[config.mk]
export PLATFORM = sky130hd
export DESIGN_NAME = alu_op_sequencer
export DESIGN_NICKNAME = d
export VERILOG_FILES = /design/src/rtl/alu_op_sequencer.sv
export SDC_FILE = /design/constraint.sdc
export NUM_CORES = 1
export LEC_CHECK = 0
export CORE_ASPECT_RATIO = 1.75
export CORE_MARGIN = 4
export CORE_UTILIZATION = 44
export DETAILED_ROUTE_END_ITERATION = 8
export PLACE_DENSITY = 0.72
export SLEW_MARGIN = 20
export SYNTH_ARGS = -nofsm -noshare
export SYNTH_HDL_FRONTEND = slang
export SYNTH_SLANG_ARGS = --single-unit
[constraint.sdc]
create_clock -name Clk -period 3.3 [get_ports Clk]
set_clock_uncertainty 0.15 [all_clocks]
set_input_delay 0.66 -clock Clk [delete_from_list [all_inputs] [get_ports Clk]]
set_output_delay 0.66 -clock Clk [all_outputs]
set_load 0.02 [all_outputs]
[src/rtl/alu_op_sequencer.sv]
// Sequences ALU datapath strobes: LOAD_Y -> EXEC x HOLD_CYCLES -> CAPT -> WB_LO [-> WB_HI] -> DONE.
// Latency from accepting edge to done: 4+HOLD_CYCLES (ops 2..11), 5+HOLD_CYCLES (ops 0/1), 1 (illegal op).
// No backpressure: start is sampled only in IDLE; requests arriving while busy are dropped, not queued.
//
// Ports:
//   Clk, Clear (async active-low)         clock and reset
//   start, op[3:0]                        request and ALU op code (12..15 illegal)
//   Rout_a, Yin, Rout_b, Zin              operand/Y/Z load strobes
//   Zlowout, Zhighout, LOin, HIin, Rzin   write-back strobes
//   alu_control[3:0]                      latched op while busy, 0 in IDLE
//   busy, done, illegal, op_count[15:0]   status and completed-legal-op counter
module alu_op_sequencer #(
    parameter int HOLD_CYCLES = 1
) (
    input  logic        Clk,
    input  logic        Clear,
    input  logic        start,
    input  logic [3:0]  op,
    output logic        Rout_a,
    output logic        Yin,
    output logic        Rout_b,
    output logic [3:0]  alu_control,
    output logic        Zin,
    output logic        Zlowout,
    output logic        Zhighout,
    output logic        LOin,
    output logic        HIin,
    output logic        Rzin,
    output logic        busy,
    output logic        done,
    output logic        illegal,
    output logic [15:0] op_count
);

    typedef enum logic [2:0] {
        S_IDLE,
        S_LOAD_Y,
        S_EXEC,
        S_CAPT,
        S_WB_LO,
        S_WB_HI,
        S_DONE
    } state_t;

    // Last value of the hold counter before leaving EXEC.
    localparam logic [3:0] HOLD_LAST = 4'(HOLD_CYCLES - 1);

    state_t      state;
    state_t      state_nxt;
    logic [3:0]  op_q;
    logic [3:0]  hold_cnt;
    logic [15:0] op_count_r;

    // div/mul produce a 64-bit result written back through LO and HI.
    logic op_wide;
    logic op_bad;
    logic req_bad;

    assign op_wide = (op_q[3:1] == 3'b000);
    assign op_bad  = (op_q[3:2] == 2'b11);
    assign req_bad = (op[3:2] == 2'b11);

    always_ff @(posedge Clk or negedge Clear) begin
        if (!Clear) begin
            state      <= S_IDLE;
            op_q       <= 4'd0;
            hold_cnt   <= 4'd0;
            op_count_r <= 16'd0;
        end else begin
            state <= state_nxt;
            if (state == S_IDLE && start) begin
                op_q <= op;
            end
            // Counter runs only inside EXEC so every entry starts from zero.
            if (state == S_EXEC) begin
                hold_cnt <= hold_cnt + 4'd1;
            end else begin
                hold_cnt <= 4'd0;
            end
            if (state == S_DONE && !op_bad) begin
                op_count_r <= op_count_r + 16'd1;
            end
        end
    end

    assign op_count = op_count_r;

    // Next state plus Moore-decoded strobes; outputs depend on registered state only.
    always_comb begin
        state_nxt   = state;
        Rout_a      = 1'b0;
        Yin         = 1'b0;
        Rout_b      = 1'b0;
        Zin         = 1'b0;
        Zlowout     = 1'b0;
        Zhighout    = 1'b0;
        LOin        = 1'b0;
        HIin        = 1'b0;
        Rzin        = 1'b0;
        done        = 1'b0;
        illegal     = 1'b0;
        busy        = (state != S_IDLE);
        alu_control = (state != S_IDLE) ? op_q : 4'd0;

        case (state)
            S_IDLE: begin
                if (start) begin
                    state_nxt = req_bad ? S_DONE : S_LOAD_Y;
                end
            end
            S_LOAD_Y: begin
                Rout_a    = 1'b1;
                Yin       = 1'b1;
                state_nxt = S_EXEC;
            end
            S_EXEC: begin
                Rout_b = 1'b1;
                if (hold_cnt == HOLD_LAST) begin
                    state_nxt = S_CAPT;
                end
            end
            S_CAPT: begin
                Rout_b    = 1'b1;
                Zin       = 1'b1;
                state_nxt = S_WB_LO;
            end
            S_WB_LO: begin
                Zlowout = 1'b1;
                if (op_wide) begin
                    LOin      = 1'b1;
                    state_nxt = S_WB_HI;
                end else begin
                    Rzin      = 1'b1;
                    state_nxt = S_DONE;
                end
            end
            S_WB_HI: begin
                Zhighout  = 1'b1;
                HIin      = 1'b1;
                state_nxt = S_DONE;
            end
            S_DONE: begin
                done      = 1'b1;
                illegal   = op_bad;
                state_nxt = S_IDLE;
            end
            default: begin
                state_nxt = S_IDLE;
            end
        endcase
    end

endmodule

==> results list, run 1 <==
* Total congestion overflow after global routing: 0
* Global placer's final weighted congestion: about 0.70
* Leading cell type in the layout, fill and taps excluded: clkdlybuf4s50_1
* Number of global-route vias before repair: about 1,100
* Count of vias placed by the detailed router: 1,055
- The worst setup path is launched from a flip-flop.
* Netlist cell types: 33
- Along the worst path, the maximum fanout reaches 14.
- In this run the mean area of a mapped cell was 10.3 um^2.
* Number of nets in the final layout: 182
* Share of cells above drive strength 1: 0.0760
- Number of warnings printed during yosys synthesis: 0
- Final cell utilization of the core: 0.615
- The tree built by TritonCTS fans out to 27 sinks.
- Counting every instance in the synthesized netlist gives 134.
* Maximum VDD drop: 0.429 mV
- Across every metal layer, demand over resource in global routing totals 0.157.
* Clock Tree Root: clkbuf_8
- For the final routed database, the setup TNS stands at 0 ns.
* Starting density of the core: 0.466
- H-tree Lvls: 1
- Final setup violating endpoints: 0
- Number of hold violations in the final report: 0
- Of the total synthesized cell area, the portion taken by AND, OR, NAND and NOR gates is 0.244.
- Insertion delay of the later-clocked pin in the worst-skew pair: 0.27 ns
- Max-cap violations in this run came to 0.
* Post-cts repair resize count: 0
* Status: finished clean
- PD cells: 712 mW/mm^2
- Number of placed I/O pins: 39
- After synthesis, the largest family of logic cells by area is simple AND/OR/NAND/NOR gates.
- For this run, design rule violations remaining after detail routing come to 0.
- Highest clock rate: 353 MHz
* Routed met3 length: about 130 um
* Routed Antenna Nets: 0
* First-pass iteration count of the detailed router: 3
- The highest layer touched by signal routing is met4.
- After floorplanning, the core was divided into 26 placement rows.
* Full die area: 0.00413 mm^2
- Of the total synthesized cell area, the portion taken by XOR and XNOR cells is 0.108.
- Complex-gate fraction of the synthesized area: 0.0444
* Share of the clock period used by the worst path after layout: 0.859
- Dividing the detail-routed wire length by the instance count gives 13.8 um.
- Tightest slew margin relative to the limit: 0.619
- Post-synth design cell area: 0.00138 mm^2
- Cell leakage power: 0.811 nW
- Routed via count divided by cell count: 4.95
- After detailed routing, the total wire length is 2.95 mm.
- From synthesis to final layout, the design area changed by 32.0%.
- The number of antenna diodes in the final layout is 0.
- Detailed routing placed a total of 1.63 mm of wire on met2.
* Path category of the worst min-delay check: reg -> reg
- Placeable core region: 0.00296 mm^2
* Required time of the critical path: 2.49 ns
- TritonCTS created 3 clock buffers.
- Slew at the pin with the worst max-slew slack: around 0.57 ns
- Number of I/O port buffers: 38
- Counting flops and latches in the post-synthesis netlist gives 27.
- The initial antenna violation count is 0.
* Final min period: ~2.8 ns
* Category of the most critical setup path: reg -> out
- The die is 82.1 um tall.
* Commonest cells after routing, fill and taps aside: clkdlybuf4s50_1, dfrtp_1, nand2_1, nor2_1, xnor2_1
- The number of nets in the synthesized netlist is roughly 140.
- Detailed placement HPWL: approximately 2.3 mm
- For this block, the initial DRC count from the detailed router was 16.
* First-pass GRT wire length: 5.00 mm
* Buffers inserted by post-CTS timing repair: 0
- Clock-pin slew on the worst setup and hold paths: around 0.090 ns
- Setup repair after global routing missed its margin: no
- The die is 50.3 um wide.
- Clock tree from TritonCTS: done
- STA classifies the critical path endpoint as a primary output.
- Entering global routing, the biggest net connects 28 pins.
- Sequential area share after synthesis: 0.490
* Critical Path AT: 2.03 ns
* CTS max path bufs: 2
- Number of pins with negative max-slew slack in the final report: 0
* Multiplexer area fraction after synthesis: 0.0326
* Met1 wire length: ~1.2 mm
- Hold buffer count at CTS: 0
- Post-Synth Adder-Cell Area: 0.0272
stage by stage:
stage | power [mW] | setup slack [ns] | instance area [um^2] | instances | hold slack, ns
4_1_cts | 1.31 | 0.454 | 1820 | 213 | 0.330
2_1_floorplan | 0.872 | 0.785 | 1380 | 134 | 0.214
3_3_place_gp | 1.11 | 0.877 | 1780 | 209 | 0.309
5_1_grt | 1.40 | 0.294 | 1820 | 213 | 0.360
6_report | 1.30 | 0.464 | 1820 | 213 | 0.325
3_5_place_dp | 1.12 | 0.768 | 1780 | 209 | 0.313
cell families after synthesis:
kind of cell             count (synthesis)
buffers and inverters                   14
multiplexers                             4
AND/OR/NAND/NOR                         59
XOR/XNOR                                17
flip-flops                              27
AO/OA/AOI/OAI                           10
adder cells (fa/ha/maj)                  3
critical path: stages, from the launching register on:
cell,delay (ns)
dfrtp_1,0.53
nor3_1,0.54
nor2b_1,0.12
clkdlybuf4s50_1,0.56
routing by layer:
| layer | track usage | up-vias |
|---|---|---|
| met4 | 0.0620 | 0 |
| met2 | 0.292 | 26 |
| li1 | - | 518 |
| met5 | 0 | - |
| met3 | 0.0272 | 2 |
| met1 | 0.175 | 509 |
registers in the layout, indices dropped and copies added (netlist names):
name      count
op_q          4
state         3
op_count     16
hold_cnt      4
path summary, 6_finish.rpt:
check | slack [ns] | cells past startpoint | from | to
setup / recovery | 0.46 | 3 | state[1] | alu_control[3]
hold / removal | 0.32 | 1 | op_count[15] | op_count[15]
setup reg to reg | 1.26 | 3 | state[1] | op_q[2]
hold reg to reg | 0.32 | 1 | op_count[15] | op_count[15]
max in group asynchronous | 2.13 | 2 | Clear | op_count[5]
min in group asynchronous | 0.61 | 2 | Clear | op_count[15]
report_power, final:
part           switching (mW)  internal [mW]
sequential              0.112          0.403
combinational           0.301          0.296
clock                   0.101         0.0846
cell usage after synthesis, drive strengths merged:
cell type / count / area (um^2)
ha: 3 / 37.5
inv: 8 / 30.0
xor2: 8 / 70.1
nand2: 13 / 48.8
and3b: 1 / 8.76
o21a: 1 / 7.51
a311oi: 1 / 8.76
dfrtp: 27 / 676
buf: 4 / 37.5
o21ai: 4 / 20.0
or4b: 1 / 13.8
xnor2: 9 / 78.8
nor3: 8 / 56.3
o21bai: 1 / 7.51
a21oi: 2 / 10.0
nand4: 4 / 25.0
clkbuf: 2 / 7.51
a22oi: 1 / 7.51
and3: 1 / 6.26
mux2: 4 / 45.0
nand3b: 1 / 20.0
nand2b: 1 / 6.26
nor2: 11 / 41.3
nor2b: 6 / 37.5
nand3: 5 / 25.0
or3: 1 / 6.26
nor3b: 3 / 22.5
and2: 2 / 12.5
nor4: 1 / 6.26
area by class of cell:
type / count / area [um^2]
multi-input combinational: 93 / 629
sequential: 27 / 676
fill: 276 / 1140
inverter: 8 / 30.0
tap: 42 / 52.6
clock buffer: 3 / 41.3
clock inverter: 1 / 5.00
timing repair buffer: 39 / 388
No activity file was read; power rests on OpenSTA's default activity.
==> run 2: changes to the inputs <==
--- a/config.mk
+++ b/config.mk
@@ -10,6 +10,7 @@
 export CORE_UTILIZATION = 44
 export DETAILED_ROUTE_END_ITERATION = 8
 export PLACE_DENSITY = 0.72
+export SKIP_LAST_GASP = 1
 export SLEW_MARGIN = 20
 export SYNTH_ARGS = -nofsm -noshare
 export SYNTH_HDL_FRONTEND = slang
==> constraint.sdc (replaced) <==
create_clock -name Clk -period 2.9 [get_ports Clk]
set_clock_uncertainty 0.15 [all_clocks]
set_input_delay 0.58 -clock Clk [delete_from_list [all_inputs] [get_ports Clk]]
set_output_delay 0.58 -clock Clk [all_outputs]
set_load 0.02 [all_outputs]
==> results list, run 2 (synthesized netlist as in run 1, its figures left out) <==
- Cell Chain, Critical Path: nor3b_2, nor2b_1, clkdlybuf4s50_1
- Total wire length: 2.94 mm
* Critical hold path startpoint: op_count[15]
- Once detailed placement completed, the half-perimeter wirelength came to 2.27 mm.
- R2r endpoint: op_count[15]
- The filler cells instantiated in the layout total 274.
- Number of cells after detailed placement: 209
- In this run the static leakage power is ~0.81 nW.
* Clock tree from TritonCTS: done
- Starting density of the core: 0.466
* Inserted Clock Buffers: 3
- Counting instances, the worst hold path has a depth of 1.
- First-pass GRT wire length: 5.00 mm
- In this run, the number of DRC markers left after iteration 0 of detailed routing was 16.
- At the later pin of the worst-skew pair, clock insertion delay measures 0.27 ns.
- The final hold violation count was 0.
- Total power consumption of the routed design: between 1 and 1.5 mW
- Required time of the critical path: approximately 2.2 ns
- The worst register-to-register path has a depth of 4.
* Number of placed I/O pins: 39
- Leaving out filler cells and counting taps, the final layout contains 213.
* CTS max path bufs: 2
- Number of I/O port buffers: 38
- Critical Path AT: approximately 1.9 ns
- After global routing the overflow that remains totals 0.
- The slowest stage of the critical path is the clkdlybuf4s50_1 cell.
* Synth-to-Final Area Change: 32.7%
* Die Width: 50.3 um
* Final setup violating endpoints: 0
* Final Hold Slack: 0.325 ns
- First-pass iteration count of the detailed router: 3
* Clock-pin slew on the worst setup and hold paths: 0.09 ns
- Reg2Reg Launch Point: state[1]
* Number of nets in the final layout: 182
- Entering global routing, the biggest net connects 28 pins.
- H-tree Lvls: 1
- Leaving out fill and tap cells, the most frequent cells in the layout are clkdlybuf4s50_1, dfrtp_1, nand2_1, nor2_1, xnor2_1.
- Antenna fix cells: 0
* Slew at the pin with the worst max-slew slack: 0.441 ns
- Total global-route track usage: 0.157
- Routed via count divided by cell count: 4.95
- Height of the chip: 82.1 um
- Per-cell routed wire length: 13.8 um
- Global placer's final weighted congestion: 0.703
* Share of the clock period used by the worst path after layout: 0.918
- By startpoint and endpoint, the worst setup path is classified as reg -> out.
- Timing would allow up to 375 MHz.
- PD cells: 810 mW/mm^2
- In the final layout, the share of cells above drive strength 1 is 0.0877.
- Clock Tree Root: clkbuf_8
- Full die area: 0.00413 mm^2
- Number of global-route vias before repair: approximately 1,100
- In this run the tightest slew margin relative to its limit is 0.706.
- The register with the most flip-flops in the layout has 16 of them.
* Critical Path Start Type: flip-flop
* Setup repair after global routing missed its margin: no
- Of all nets on the critical path, the largest fanout is 11.
- Counting I/O delays and the setup requirement, the final critical path takes 2.66 ns.
- The setup check on the worst reg-to-reg path leaves a slack of 0.94 ns.
- The max-slew violation count came to 0.
- The path with the worst hold slack has its endpoint at op_count[15].
- Leading cell type in the layout, fill and taps excluded: clkdlybuf4s50_1
- Summed over all failing endpoints, the final setup total negative slack is 0 ns.
- In the routed design, unresolved DRC markers number 0.
- The worst setup path is captured at a primary output.
- Status: finished clean
- Path category of the worst min-delay check: reg -> reg
- Max-cap violations in this run came to 0.
* Clock net sink count: 27
- Routed Antenna Nets: 0
- Maximum VDD drop: around 0.55 mV
- Number of placement rows: 26
- Placeable core region: 0.00296 mm^2
- The initial antenna violation count is 0.
- Buffers inserted by post-CTS timing repair: 0
- The largest single stage delay on the critical path is 0.62 ns.
* Count of vias placed by the detailed router: 1,055
[run 2: per-stage QoR]
stage	util	setup WS, ns	instance area [um^2]
after floorplan	-	0.465	1380
after global placement	0.600	0.557	1780
after detailed placement	0.600	0.448	1780
after CTS	0.615	0.134	1820
after global routing	0.619	0.0729	1830
final	0.619	0.237	1830
[run 2: cell type report]
cell class	count	area, um^2	area share
clock buffer	3	41.3	0.0225
inverter	8	30.0	0.0164
clock inverter	1	5.00	0.00273
sequential	27	676	0.369
timing repair buffer	39	388	0.212
multi-input combinational	93	639	0.349
tap	42	52.6	0.0287
[run 2: worst max path at each step]
stage,end,slack [ns],start,cells past startpoint
after floorplan,Rzin,0.46,state[2],3
after global placement,Rzin,0.56,state[2],3
after detailed placement,alu_control[3],0.45,state[1],3
after CTS,alu_control[3],0.13,state[1],3
after global routing,Rzin,0.07,state[2],3
final,Rzin,0.24,state[2],3
[run 2: repair_timing]
item                       4_1_cts  5_1_grt
setup endpoints to repair        0        2
resized for setup                0        2
hold buffers                     0        0
[run 2: per-layer routing]
metal | track usage | part of all wire | up-vias
met1 | 0.175 | 0.39 | 508
met2 | 0.292 | 0.56 | 26
li1 | - | - | 519
met3 | 0.0272 | 0.044 | 2
met4 | 0.0620 | 0.0051 | 0
met5 | 0 | 0 | -
[run 2: critical path, delay by kind of cell (launching register included)]
family / cells / cell delay (ns)
and+or+nand+nor: 2 / 0.46
DFF: 1 / 0.58
buffers and inverters: 1 / 0.62
[run 2: where the power goes]
| part | leakage (nW) | total (mW) | switching, mW | internal, mW |
|---|---|---|---|---|
| Clock | 0.0255 | 0.211 | 0.115 | 0.0962 |
| Combinational | 0.430 | 0.681 | 0.341 | 0.340 |
| Sequential | 0.357 | 0.592 | 0.133 | 0.458 |
